<file path="src/rtl/rename_reg_file_if.sv">
// Dispatcher/ROB-facing bundle of the rename register file: issue, commit and two read ports.
interface rename_reg_file_if #(
   parameter int unsigned IDX_W    = 5,
   parameter int unsigned ROB_ID_W = 4,
   parameter int unsigned XLEN     = 32
);
   logic                rdy;
   logic                clear;
   logic                issue_en;
   logic [IDX_W-1:0]    issue_rd;
   logic [ROB_ID_W-1:0] issue_rob_id;
   logic                commit_en;
   logic [IDX_W-1:0]    commit_reg_id;
   logic [ROB_ID_W-1:0] commit_rob_tag;
   logic [XLEN-1:0]     commit_val;
   logic [IDX_W-1:0]    rs1_id;
   logic                rs1_busy;
   logic [ROB_ID_W-1:0] rs1_tag;
   logic [XLEN-1:0]     rs1_val;
   logic [IDX_W-1:0]    rs2_id;
   logic                rs2_busy;
   logic [ROB_ID_W-1:0] rs2_tag;
   logic [XLEN-1:0]     rs2_val;

   modport master (
      output rdy, clear, issue_en, issue_rd, issue_rob_id,
             commit_en, commit_reg_id, commit_rob_tag, commit_val, rs1_id, rs2_id,
      input  rs1_busy, rs1_tag, rs1_val, rs2_busy, rs2_tag, rs2_val
   );

   modport slave (
      input  rdy, clear, issue_en, issue_rd, issue_rob_id,
             commit_en, commit_reg_id, commit_rob_tag, commit_val, rs1_id, rs2_id,
      output rs1_busy, rs1_tag, rs1_val, rs2_busy, rs2_tag, rs2_val
   );
endinterface

</file>
<file path="src/rtl/rename_reg_file.sv">
// Architectural register file with per-register ROB rename tags.
// Define RF_COMMIT_BYPASS_EN to forward an in-flight releasing commit to the read ports.
module rename_reg_file #(
   parameter int unsigned REG_NUM  = 32,
   parameter int unsigned ROB_ID_W = 4,
   parameter int unsigned XLEN     = 32
) (
   input logic               clk,
   input logic               rst_n,
   rename_reg_file_if.slave  rf
);
   localparam int unsigned IDX_W = $clog2(REG_NUM);

   logic [XLEN-1:0]     val_q  [REG_NUM];
   logic [ROB_ID_W-1:0] tag_q  [REG_NUM];
   logic [REG_NUM-1:0]  busy_q;

   logic commit_wr;
   logic commit_release;
   logic issue_wr;

   assign commit_wr      = rf.rdy && rf.commit_en && (rf.commit_reg_id != '0);
   assign commit_release = busy_q[rf.commit_reg_id] && (tag_q[rf.commit_reg_id] == rf.commit_rob_tag);
   assign issue_wr       = rf.rdy && rf.issue_en && !rf.clear && (rf.issue_rd != '0);

   // Later assignments take priority: clear over commit release, issue over commit release.
   always_ff @(posedge clk or negedge rst_n) begin
      if (!rst_n) begin
         for (int unsigned i = 0; i < REG_NUM; i++) begin
            val_q[i] <= '0;
            tag_q[i] <= '0;
         end
         busy_q <= '0;
      end else if (rf.rdy) begin
         if (commit_wr) begin
            val_q[rf.commit_reg_id] <= rf.commit_val;
            if (commit_release)
               busy_q[rf.commit_reg_id] <= 1'b0;
         end
         if (rf.clear) begin
            busy_q <= '0;
         end else if (issue_wr) begin
            busy_q[rf.issue_rd] <= 1'b1;
            tag_q[rf.issue_rd]  <= rf.issue_rob_id;
         end
      end
   end

`ifdef RF_COMMIT_BYPASS_EN
   logic bypass1;
   logic bypass2;
   assign bypass1 = commit_wr && commit_release && (rf.commit_reg_id == rf.rs1_id);
   assign bypass2 = commit_wr && commit_release && (rf.commit_reg_id == rf.rs2_id);
`endif

   always_comb begin
      rf.rs1_busy = 1'b0;
      rf.rs1_tag  = '0;
      rf.rs1_val  = '0;
      if (rf.rs1_id != '0) begin
         rf.rs1_busy = busy_q[rf.rs1_id];
         rf.rs1_tag  = tag_q[rf.rs1_id];
         rf.rs1_val  = val_q[rf.rs1_id];
      end
`ifdef RF_COMMIT_BYPASS_EN
      if (bypass1) begin
         rf.rs1_busy = 1'b0;
         rf.rs1_val  = rf.commit_val;
      end
`endif
   end

   always_comb begin
      rf.rs2_busy = 1'b0;
      rf.rs2_tag  = '0;
      rf.rs2_val  = '0;
      if (rf.rs2_id != '0) begin
         rf.rs2_busy = busy_q[rf.rs2_id];
         rf.rs2_tag  = tag_q[rf.rs2_id];
         rf.rs2_val  = val_q[rf.rs2_id];
      end
`ifdef RF_COMMIT_BYPASS_EN
      if (bypass2) begin
         rf.rs2_busy = 1'b0;
         rf.rs2_val  = rf.commit_val;
      end
`endif
   end

   initial assert (IDX_W == 5) else $error("rename_reg_file: index width must be 5");
endmodule

</file>
<file path="src/flat_wrapper.sv">
// flat-port wrapper written by rule: the top's interface ports become plain ports
module rename_reg_file_flat 
#(
   parameter int unsigned REG_NUM  = 32,
   parameter int unsigned ROB_ID_W = 4,
   parameter int unsigned XLEN     = 32
)
  (clk, rst_n, rf_rdy, rf_clear, rf_issue_en, rf_issue_rd, rf_issue_rob_id, rf_commit_en, rf_commit_reg_id, rf_commit_rob_tag, rf_commit_val, rf_rs1_id, rf_rs2_id, rf_rs1_busy, rf_rs1_tag, rf_rs1_val, rf_rs2_busy, rf_rs2_tag, rf_rs2_val);
  rename_reg_file_if #(.IDX_W(5), .ROB_ID_W(ROB_ID_W), .XLEN(XLEN)) rf_i ();
  input logic clk;
  input logic rst_n;
  input wire logic [$bits(rf_i.rdy)-1:0] rf_rdy;
  input wire logic [$bits(rf_i.clear)-1:0] rf_clear;
  input wire logic [$bits(rf_i.issue_en)-1:0] rf_issue_en;
  input wire logic [$bits(rf_i.issue_rd)-1:0] rf_issue_rd;
  input wire logic [$bits(rf_i.issue_rob_id)-1:0] rf_issue_rob_id;
  input wire logic [$bits(rf_i.commit_en)-1:0] rf_commit_en;
  input wire logic [$bits(rf_i.commit_reg_id)-1:0] rf_commit_reg_id;
  input wire logic [$bits(rf_i.commit_rob_tag)-1:0] rf_commit_rob_tag;
  input wire logic [$bits(rf_i.commit_val)-1:0] rf_commit_val;
  input wire logic [$bits(rf_i.rs1_id)-1:0] rf_rs1_id;
  input wire logic [$bits(rf_i.rs2_id)-1:0] rf_rs2_id;
  output wire logic [$bits(rf_i.rs1_busy)-1:0] rf_rs1_busy;
  output wire logic [$bits(rf_i.rs1_tag)-1:0] rf_rs1_tag;
  output wire logic [$bits(rf_i.rs1_val)-1:0] rf_rs1_val;
  output wire logic [$bits(rf_i.rs2_busy)-1:0] rf_rs2_busy;
  output wire logic [$bits(rf_i.rs2_tag)-1:0] rf_rs2_tag;
  output wire logic [$bits(rf_i.rs2_val)-1:0] rf_rs2_val;
  assign rf_i.rdy = rf_rdy;
  assign rf_i.clear = rf_clear;
  assign rf_i.issue_en = rf_issue_en;
  assign rf_i.issue_rd = rf_issue_rd;
  assign rf_i.issue_rob_id = rf_issue_rob_id;
  assign rf_i.commit_en = rf_commit_en;
  assign rf_i.commit_reg_id = rf_commit_reg_id;
  assign rf_i.commit_rob_tag = rf_commit_rob_tag;
  assign rf_i.commit_val = rf_commit_val;
  assign rf_i.rs1_id = rf_rs1_id;
  assign rf_i.rs2_id = rf_rs2_id;
  assign rf_rs1_busy = rf_i.rs1_busy;
  assign rf_rs1_tag = rf_i.rs1_tag;
  assign rf_rs1_val = rf_i.rs1_val;
  assign rf_rs2_busy = rf_i.rs2_busy;
  assign rf_rs2_tag = rf_i.rs2_tag;
  assign rf_rs2_val = rf_i.rs2_val;
  rename_reg_file #(.REG_NUM(REG_NUM), .ROB_ID_W(ROB_ID_W), .XLEN(XLEN)) u_core (.clk(clk), .rst_n(rst_n), .rf(rf_i));
endmodule
</file>
<file path="config.mk">
export PLATFORM = sky130hd
export DESIGN_NAME = rename_reg_file_flat
export DESIGN_NICKNAME = d
export VERILOG_FILES = /design/src/rtl/rename_reg_file_if.sv /design/src/rtl/rename_reg_file.sv /design/src/flat_wrapper.sv
export SDC_FILE = /design/constraint.sdc
export NUM_CORES = 2
export LEC_CHECK = 0
export ABC_CLOCK_PERIOD_IN_PS = 7100
export BUFFER_PORTS_ARGS = -buffer_cell sky130_fd_sc_hd__clkbuf_2
export CORE_UTILIZATION = 45
export DETAILED_ROUTE_END_ITERATION = 7
export PLACE_DENSITY = 0.67
export SKIP_CTS_REPAIR_TIMING = 1
export SLEW_MARGIN = 25
export SYNTH_ARGS = -nofsm -noshare
export SYNTH_HDL_FRONTEND = slang
export SYNTH_SLANG_ARGS = --single-unit
</file>
<file path="constraint.sdc">
create_clock -name clk -period 7.1 [get_ports clk]
set_input_delay 1.065 -clock clk [delete_from_list [all_inputs] [get_ports clk]]
set_output_delay 1.065 -clock clk [all_outputs]
set_load 0.01 [all_outputs]
</file>
; ---- Word-level counts from Yosys, hierarchy flattened
; Cells that the tools add are included.
[classes]
magnitude_cmp = 12
n_eq_ne = 1
mux = 42
bitwise = 8
n_reduce_logical = 17
[op_table]
columns = operator, count
row1 = $bwmux 1024, 1
row2 = $mux 32, 12
row3 = $bmux 32 s5, 2
row4 = $demux 32 s5, 1
row5 = $bwmux 128, 1
row6 = $bmux 4 s5, 3
row7 = $mux 4, 9
row8 = $and 32x32->32, 1
row9 = $not 32->32, 1
row10 = $or 32x32->32, 1
row11 = $ge 6x6->1 const B, 4
row12 = $lt 5x6->1 const B, 4
row13 = $not 5->6, 4
row14 = $demux 4 s5, 1
row15 = $reduce_bool 5->1, 4
row16 = $bmux 1 s5, 3
row17 = $lt 6x1->1 const B, 2
row18 = $demux 1 s5, 2
row19 = $ge 5x1->1 const B, 2
row20 = $logic_and 1x1->1, 10
row21 = $mux 1, 7
row22 = $eq 4x4->1, 1
row23 = $reduce_and 3->1, 1
row24 = $reduce_and 2->1, 1
row25 = 2 further kinds, 2
[totals]
register_bits = 1184
input_bits = 66
output_inout_bits = 74
wordCells = 145

; ---- Logic depth before layout (Yosys ltp)
[depth]
depth_word = 12
ltp_mapped = 12

; ---- Worst setup path after synthesis
; No wires, ideal clock.
[synth_timing]
path_kind = input port to output port
start = input rf_rs1_id[0]
end = output rf_rs1_val[10]
arrival_ps = 3251
setup_slack_ps = 2784
path_stages = 7
path_buffers = 3
path_cell_list = buf_2 -> buf_2 -> buf_1 -> mux4_2 -> mux4_2 -> mux2i_1 -> nor2_1
[synth_via]
elab_chain_cells = 5
[synth_lines]
columns = item, line_no
row1 = start: declaration, flat_wrapper.sv:21  ; input wire logic [$bits(rf_i.rs1_id)-1:0] rf_rs1_id;
row2 = $not 5->6 (implied by the code), rename_reg_file.sv:63  ; rf.rs1_val = val_q[rf.rs1_id];
row3 = $bmux 32 s5, rename_reg_file.sv:63
row4 = $mux 32 (implied by the code) (2 in a row), rename_reg_file.sv:63
row5 = $mux 32 *, rename_reg_file.sv:60  ; if (rf.rs1_id != '0) begin
row6 = end: declaration, flat_wrapper.sv:25  ; output wire logic [$bits(rf_i.rs1_val)-1:0] rf_rs1_val;
; Mark *: on every way between the ends. The rest lies on a longest branch, timed or not. The select of a mux whose other input is x is not followed.

; ---- Worst setup path after layout
[layout_timing]
start = input rf_rs2_id[0]
end = output rf_rs2_val[0]
[layout_via]
elab_chain_cells = 5
[layout_lines]
columns = item, line_no
row1 = start: declaration, flat_wrapper.sv:22  ; input wire logic [$bits(rf_i.rs2_id)-1:0] rf_rs2_id;
row2 = $not 5->6 (implied by the code), rename_reg_file.sv:80  ; rf.rs2_val = val_q[rf.rs2_id];
row3 = $bmux 32 s5, rename_reg_file.sv:80
row4 = $mux 32 (implied by the code) (2 in a row), rename_reg_file.sv:80
row5 = $mux 32 *, rename_reg_file.sv:77  ; if (rf.rs2_id != '0) begin
row6 = end: declaration, flat_wrapper.sv:28  ; output wire logic [$bits(rf_i.rs2_val)-1:0] rf_rs2_val;
; Marks and branches as above.

==> out/results.ini <==
[run_status]
status = finished, final reports clean

[yosys]
synth_top_area_share_pct = 46.0
ys.flop_type = dfrtp_1
synth.avg_cell_area_um2 = 16.0
synth_cell_type_count = 57
synthTopCellsByCount = dfrtp_1, mux2_2, mux4_2
syn_inst = 4012
ys_ff_latch = 1184
post-synth-top-count-cell = dfrtp_1
synth_top_cell_by_area = dfrtp_1
synth.yosys.warnings = 0
synthArstFlopShare_pct = 100
yosysSeqAreaShare_pct = 46.0
syn-cell-area_um2 = 64400
synth_area_leaders = dfrtp_1, mux4_2, mux2_2, mux2i_1, clkbuf_1
syn_nets = 4078
synth_edf_count = 0

[hold_path]
holdCritPathClass = input port to async pin

[finish]
nets = 3975
drive_gt1_share_pct = 58.6
stdcell_count = 5896
areaGrowthSynthToFinish_pct = 10.6
diodes = 0
stdcell_area_um2 = 71200

[route]
wl_per_cell_um = 31.8
drt_first_pass_iters = 7
via_count = 39000
postRouteAntennaNets = 0
drc = 0
drtIter0Drc = 3605
wl_mm = 188
detail_route.vias_per_cell = 6.61

[placed_design]
place_congestion = 0.824
dp_cells = 5666
dpl_cell_area_um2 = 66800
port_buffers = 139
place_hpwl_mm = 107

[floorplan]
die_h_um = 380
ios = 140
die_x_um = 380
rows = 138
core_area_um2 = 142000
start_util_pct = 45.4
die_area_um2 = 145000

[grt]
grt_pass1_wl_mm = 282
grt-ovfl-total = 0
grt_pass1_vias = 40700
antenna_found_initial = 5
grt_start_max_net_pins = 167
track_usage_pct = 26.4

[clocking]
cts.clk_slew.worst_paths_ns = 0.05
cts_tree = done
cts_root_buf = clkbuf_16
numCtsBuffers = 131
cts.path.max_buffers = 3
clock-sinks = 1184
clock_latency_ns = 0.78
cts_htree_levels = 4

[power]
p_clk_share_pct = 38.7
power_density_nw_per_um2 = 256
irDropWorstVdd_mv = 0.225
seqPwrFrac_pct = 44.9
power.switching_uw = 4720
switching_share_pct = 25.9
internal_power_uw = 13500
p_leak_uw = 0.0313
power_frac_comb_pct = 16.5

[timing]
hold_viol = 0
slew_viol_final = 0
rsz0062_at_grt = no
slew_headroom_pct = 24.9
fin_tns_setup_ns = 0
final-setup-viol-count = 0
period_share_pct = 72.9
fin_crit_ns = 5.18
worst_clock_skew_ns = 0.0183
fmax_mhz = 193
tightestPinTransition_ns = 1.13

[critical_path]
cp_slowest_cell = buf_8
path_common_cell = mux4_2
rr_worst_depth = 8
crit_type = input port to output port
crit_chain = buf_8 -> buf_12 -> mux4_2 -> mux4_2 -> mux2i_1 -> nor2_1 -> clkbuf_2
setup.worst_path.end_class = output port
start_kind = input port
critical_path.top_delay_family = multiplexers
cp_data_required_time_ns = 6.03
path_buf_inv = 3
cpPeakStageDelay_ns = 0.57
worstPathArrival_ns = 4.11
path_max_fanout = 66
crit_cells = 7

[run]
drv_cap = 0

==> power groups by stage <==
stage          logic [uW]  registers (uW)  clock network [uW]
2_1_floorplan        2260            8050                   0
3_3_place_gp         2950            8200                   0
5_1_grt              3200            8270                7430
6_report             2990            8160                7040
3_5_place_dp         3010            8260                   0
4_1_cts              3020            8140                7160
==> state kept, by name (all words and copies together) (netlist names) <==
register and count:
u_core.tag_q 128, u_core.val_q 1024, u_core.busy_q 32
==> logic make-up (layout without fill, tap and decap cells) <==
group,count (synthesis),in the layout,synth area share [%]
AOI/OAI and AO/OA,102,102,1.09
xor gates and xnor gates,3,3,0.0408
buffers and inverters,468,462,3.05
DFF,1184,1184,46.0
muxes,1998,1998,47.9
and+or+nand+nor,257,257,1.91
==> area by class of cell <==
type                            instances  area [um^2]
Inverter                                7         26.3
Sequential cell                      1184        29600
Multi-Input combinational cell       2360        33000
Tap cell                             1890         2360
Timing Repair Buffer                  225         1720
Fill cell                           11700        70600
Clock buffer                          186         3810
Clock inverter                         44          587
==> layout by cell type, fill, tap and decap left out, types with 22 or more instances in the layout <==
master,synthesis,layout
nor2_4,0,23
buf_4,19,66
a31oi_1,23,23
mux4_2,747,747
nand2_1,44,35
mux2i_1,122,122
buf_12,0,22
nor2_1,122,99
clkbuf_8,0,24
mux2_2,1126,1126
dfrtp_1,1184,1184
clkbuf_16,0,135
clkbuf_2,0,127
clkbuf_1,279,27
==> final timing paths <==
path                                    start                 end  slack [ns]
max in group asynchronous               rst_n   u_core.val_q[786]        5.23
min                                     rst_n   u_core.tag_q[111]        0.35
min reg2reg                u_core.val_q[1022]  u_core.val_q[1022]        0.39
max reg2reg                 u_core.busy_q[22]   u_core.busy_q[24]        4.27
max                              rf_rs2_id[0]       rf_rs2_val[0]        1.92
min in group clk           u_core.val_q[1022]  u_core.val_q[1022]        0.39
==> per-stage QoR <==
stage | utilization, % | worst slack, ns | hold slack, ns | power, uW
after global routing | 50.2 | 1.69 | 0.404 | 18900
after global placement | 47.0 | 1.93 | 0.376 | 11200
after CTS | 50.2 | 1.95 | 0.356 | 18300
after detailed placement | 47.1 | 1.95 | 0.383 | 11300
final | 50.2 | 1.92 | 0.348 | 18200
after floorplan | - | 2.78 | 0.441 | 10300
==> routing by layer <==
layer / part of all wire [%] / up-vias / global-route usage (%)
met5: 0.043 / - / 0
met1: 42 / 21500 / 37.4
met3: 7.6 / 381 / 5.78
met4: 3.4 / 6 / 8.96
li1: - / 15500 / -
met2: 47 / 1591 / 40.3
Note: power is estimated with default switching activity, not from simulation.
